[src/rtl/trainerror_hs_module.sv]
// Initiator side of the TRAINERROR entry sideband handshake: drives REQ (4'hF), waits for RESP (4'hE).
// Outputs registered from next state; REQ held until TX busy falls; TRAINERROR_RETRY_EN adds REQ retries.
module trainerror_hs_module #(
  parameter int SB_MSG_WIDTH   = 4,
  parameter int TIMEOUT_CYCLES = 1000,
  parameter int MAX_RETRY      = 1
) (
  input  logic                    i_clk,
  input  logic                    i_rst_n,
  input  logic                    i_trainerror_en,
  input  logic                    i_msg_valid,
  input  logic [SB_MSG_WIDTH-1:0] i_Rx_SbMessage,
  input  logic                    i_falling_edge_busy,
  input  logic                    i_partner_valid,
  output logic [SB_MSG_WIDTH-1:0] o_TX_SbMessage,
  output logic                    o_valid_Module,
  output logic                    o_trainerror_end_Module,
  output logic                    o_timeout
);
  localparam int CW = $clog2(TIMEOUT_CYCLES) + 1;
  localparam logic [SB_MSG_WIDTH-1:0] MSG_REQ  = SB_MSG_WIDTH'(4'hF);
  localparam logic [SB_MSG_WIDTH-1:0] MSG_RESP = SB_MSG_WIDTH'(4'hE);
  localparam logic [CW-1:0]           CNT_LAST = CW'(TIMEOUT_CYCLES - 1);

  typedef enum logic [2:0] {
    IDLE                    = 3'd0,
    WAIT_BUSY_CLEAR_FOR_REQ = 3'd1,
    SEND_REQ                = 3'd2,
    WAIT_FOR_RESP           = 3'd3,
    TEST_COMPLETE           = 3'd4,
    TIMEOUT                 = 3'd5
  } state_t;

  state_t        state, ns;
  logic [CW-1:0] cnt;
  logic          resp_seen;
  logic          resp_now;
  logic          expired;
  logic          retry_ok;

  assign resp_now = i_msg_valid && (i_Rx_SbMessage == MSG_RESP);
  assign expired  = (cnt >= CNT_LAST);

`ifdef TRAINERROR_RETRY_EN
  localparam int RW = (MAX_RETRY > 0) ? $clog2(MAX_RETRY + 1) : 1;
  logic [RW-1:0] retry_cnt;
  logic          retry_take;

  assign retry_ok   = (retry_cnt < RW'(MAX_RETRY));
  assign retry_take = ((state == SEND_REQ) || (state == WAIT_FOR_RESP)) &&
                      (ns == WAIT_BUSY_CLEAR_FOR_REQ);

  always_ff @(posedge i_clk or negedge i_rst_n) begin
    if (!i_rst_n)         retry_cnt <= '0;
    else if (ns == IDLE)  retry_cnt <= '0;
    else if (retry_take)  retry_cnt <= retry_cnt + 1'b1;
  end
`else
  // Retry not built: never true for any legal (non-negative) MAX_RETRY.
  assign retry_ok = (MAX_RETRY < 0);
`endif

  always_ff @(posedge i_clk or negedge i_rst_n) begin
    if (!i_rst_n) state <= IDLE;
    else          state <= ns;
  end

  always_comb begin
    ns = state;
    case (state)
      IDLE:                    if (i_trainerror_en) ns = WAIT_BUSY_CLEAR_FOR_REQ;
      WAIT_BUSY_CLEAR_FOR_REQ: if (!i_partner_valid) ns = SEND_REQ;
      SEND_REQ: begin
        // A response (early or current) beats both the busy pulse and expiry.
        if ((resp_seen || resp_now) && (i_falling_edge_busy || expired)) ns = TEST_COMPLETE;
        else if (expired)             ns = retry_ok ? WAIT_BUSY_CLEAR_FOR_REQ : TIMEOUT;
        else if (i_falling_edge_busy) ns = WAIT_FOR_RESP;
      end
      WAIT_FOR_RESP: begin
        if (resp_now)     ns = TEST_COMPLETE;
        else if (expired) ns = retry_ok ? WAIT_BUSY_CLEAR_FOR_REQ : TIMEOUT;
      end
      TEST_COMPLETE,
      TIMEOUT:                 ns = state;
      default:                 ns = IDLE;
    endcase
    if ((state != IDLE) && !i_trainerror_en) ns = IDLE;
  end

  // Window counter restarts whenever a (re)send is armed; it only runs while REQ is outstanding.
  always_ff @(posedge i_clk or negedge i_rst_n) begin
    if (!i_rst_n) begin
      cnt <= '0;
    end else if ((ns == IDLE) || (ns == WAIT_BUSY_CLEAR_FOR_REQ)) begin
      cnt <= '0;
    end else if (((state == SEND_REQ) || (state == WAIT_FOR_RESP)) && (cnt != '1)) begin
      cnt <= cnt + 1'b1;
    end
  end

  always_ff @(posedge i_clk or negedge i_rst_n) begin
    if (!i_rst_n)                          resp_seen <= 1'b0;
    else if (ns == IDLE)                   resp_seen <= 1'b0;
    else if ((state == SEND_REQ) && resp_now) resp_seen <= 1'b1;
  end

  always_ff @(posedge i_clk or negedge i_rst_n) begin
    if (!i_rst_n) begin
      o_TX_SbMessage          <= '0;
      o_valid_Module          <= 1'b0;
      o_trainerror_end_Module <= 1'b0;
      o_timeout               <= 1'b0;
    end else begin
      o_TX_SbMessage          <= (ns == SEND_REQ) ? MSG_REQ : '0;
      o_valid_Module          <= (ns == SEND_REQ);
      o_trainerror_end_Module <= (ns == TEST_COMPLETE);
      o_timeout               <= (ns == TIMEOUT);
    end
  end
endmodule

[config.mk]
export PLATFORM = sky130hd
export DESIGN_NAME = trainerror_hs_module
export DESIGN_NICKNAME = d
export VERILOG_FILES = /design/src/rtl/trainerror_hs_module.sv
export SDC_FILE = /design/constraint.sdc
export NUM_CORES = 1
export LEC_CHECK = 0
export ABC_AREA = 1
export ABC_CLOCK_PERIOD_IN_PS = 2650
export CORE_MARGIN = 1
export CORE_UTILIZATION = 60
export CTS_BUF_LIST = sky130_fd_sc_hd__clkbuf_4
export DETAILED_ROUTE_END_ITERATION = 12
export MAX_ROUTING_LAYER = met4
export PLACE_DENSITY = 0.87
export SYNTH_ARGS = -nofsm -noshare
export SYNTH_HDL_FRONTEND = slang
export SYNTH_SLANG_ARGS = --single-unit
[constraint.sdc]
create_clock -name i_clk -period 2.65 [get_ports i_clk]
set_input_delay 0.3975 -clock i_clk [delete_from_list [all_inputs] [get_ports i_clk]]
set_output_delay 0.3975 -clock i_clk [all_outputs]
set_load 0.005 [all_outputs]
==> qor.txt <==
outcome - completed
Pint - 0.507 mW
final count of pins violating max slew - 0
classification of the worst setup path - flip-flop to flip-flop
Data arrival, critical path - 2.22 ns
maximum number of pins on one net before global-route repair - 19
Total Die Area - 0.00220 mm2
initial antenna violation count - 0
overflow left after global routing - 0
fraction of final layout cells with drive strength greater than 1 - 0.199
portion of total power attributed to combinational logic - 0.430
critical path capture point type - flip-flop
fill cell total of the finished layout - 144
register area share after synthesis - 0.372
RD Place Congestion - 0.914
ant diodes - 0
met3 wire length - 134 um
antenna-violating nets left - 0
met1 wire length - 1090 um
fraction of the cycle the final worst path needs - 0.773
global-route wire length before repair - 4100 um
number of DRC violations after detailed routing - 0
final setup skew - 0.00307 ns
setup TNS - 0 ns
maximum level of the CTS H-tree - 1
CTS tree - done
Cell Pwr Density - 617 mW/mm2
floorplan core area - 0.00180 mm2
switching pwr - 0.346 mW
clock transition time at the flip-flop clock pins of the worst setup and hold paths - 0.11 ns
number of nets at the end of the flow - 183
most common cell after layout, fill and taps aside - nand2_1
average wire per standard cell - 12.7 um
cell at the root of the clock tree - clkbuf_4
highest metal layer with signal wires - met4
mean area per synthesized cell - 7.76 um2
multi-input gate area in the final layout - 606 um2
Clk pwr share - 0.169
Final Hold Vio Count - 0
Max Fanout on Critical Path - 13
synthesized netlist net count - 167
die width - 46.9 um
Hold Path Class - primary input to asynchronous set/reset pin
cell area after technology mapping - 0.00121 mm2
maxcap violations - 0
count of hold-fix buffers inserted at cts - 0
clock latency on the worst-skew pair - 0.30 ns
number of flip-flops and latches in the synthesized netlist - 18
Area after DPL - 0.00136 mm2
actual slew at the worst max-slew pin - 0.821 ns
largest vdd supply drop - 0.526 mV
io pins - 17
RSZ-0062 raised after global routing - false
buffer count from post-CTS setup fixing - 0
post-DR vias/cell - 5.26
Total Routing Usage GR - 0.279
number of clock sinks - 18
effective utilization at floorplan - 0.672
leakage power - 0.607 nW
Iteration-0 DRC Markers - 27
leading cell types in the layout, fill and taps excluded - nand2_1 (26), inv_1 (22), dfrtp_1 (18)
switching part of the total power - 0.405
fmax - 488 MHz
area growth from synthesis to final layout - 14.3%
vias in the first global route - 970
register area - 450 um2
clock buffer count from CTS - 3
setup-violating endpoint count in the final report - 0
vias - 1031
share of power burned in registers - 0.402
total non-filler cell area in the finished layout - 0.00138 mm2
number of port buffers - 16
TritonRoute pass-1 iters - 5
post-synthesis instance total - 156
Vert. Die Dim - 46.9 um
max_slew headroom - 0.451
met2 WL post-DR - 1230 um
post-route minimum period - 2.05 ns
number of buffers between clock root and the deepest sink - 2
count of synthesis-stage warnings from yosys - 0
number of gates resized after CTS - 0
Synth cell types - 26
HPWL after detailed placement - 1940 um
DRT Wirelength - 2500 um
FP Rows - 15
Critical Path RT - 2.83 ns
Startpoint Class - flip-flop
-- layout make-up --
| class | instances | share of cell area |
|---|---|---|
| well taps | 25 | 0.0226 |
| multi-input cells | 105 | 0.438 |
| inverters | 27 | 0.0733 |
| clock inverters | 1 | 0.00271 |
| clock buffers | 3 | 0.0163 |
| flip-flops and latches | 18 | 0.326 |
| repair buffers | 17 | 0.121 |
-- layer usage --
metal	global-route usage	up-vias
li1	-	528
met4	0.126	0
met3	0.0385	7
met2	0.461	28
met5	-	-
met1	0.337	468
-- sequential cells by signal (all words and copies together) (netlist names) --
register,count
cnt,11
o_TX_SbMessage,1
o_timeout,1
o_trainerror_end_Module,1
resp_seen,1
state,3
-- synth_stat cells, drive strengths merged --
cell     n  share of area
a211oi   3          0.019
a21boi   1         0.0062
a21oi   14          0.083
a31o     1         0.0072
a41oi    1         0.0072
buf      6          0.043
dfrtp   18           0.37
ha       1          0.010
inv     27          0.084
nand2   30           0.10
nand3   12          0.054
nand4    4          0.021
nor2    25           0.10
nor3     4          0.021
o211ai   1          0.010
o21bai   1         0.0062
xnor2    1         0.0072
xor2     6          0.043
-- cell families (layout without fill, tap and decap cells) --
kind of cell,count (synthesis),count (layout),share of synthesized area
AND/OR/NAND/NOR,75,75,0.301
flip-flops,18,18,0.372
adder cells (fa/ha/maj),1,1,0.0103
AO/OA/AOI/OAI,22,22,0.139
buffers and inverters,33,48,0.127
XOR/XNOR,7,7,0.0507
-- through the flow --
stage | hold slack (ns) | utilization | worst slack, ns | instances | power, mW
global route | 0.615 | 0.767 | 0.420 | 196 | 0.906
CTS | 0.587 | 0.767 | 0.612 | 196 | 0.856
detailed placement | 0.569 | 0.753 | 0.544 | 192 | 0.713
global placement | 0.563 | 0.753 | 0.681 | 192 | 0.699
floorplan | 0.102 | - | 0.923 | 156 | 0.614
finish | 0.562 | 0.767 | 0.601 | 196 | 0.852
-- critical path, cell delays in order, from the launching register on --
cell      delay, ns
dfrtp_1        0.44
ha_1           0.23
nand2_1        0.10
nor2_2         0.05
nand3_1        0.09
nand3_2        0.08
nor2_2         0.15
nand2_1        0.07
a21boi_1       0.17
nand2_1        0.09
nand2_2        0.31
a21oi_1        0.13
-- path summary, 6_finish.rpt --
path / depth (start not counted) / to / start / slack, ns
setup / recovery: 11 / cnt[3] / cnt[0] / 0.60
hold / removal: 1 / resp_seen / i_rst_n / 0.56
setup reg to reg: 11 / cnt[3] / cnt[0] / 0.60
hold reg to reg: 2 / cnt[10] / cnt[10] / 0.59
max in group asynchronous: 1 / cnt[1] / i_rst_n / 1.58
min in group i_clk: 2 / cnt[10] / cnt[10] / 0.59
-- power by group through the flow --
stage	clock network [mW]	registers, mW	logic, mW
finish	0.144	0.342	0.366
global route	0.158	0.349	0.399
detailed placement	0	0.347	0.366
floorplan	0	0.340	0.274
CTS	0.147	0.342	0.367
global placement	0	0.345	0.354
Note: power is estimated with default switching activity, not from simulation.
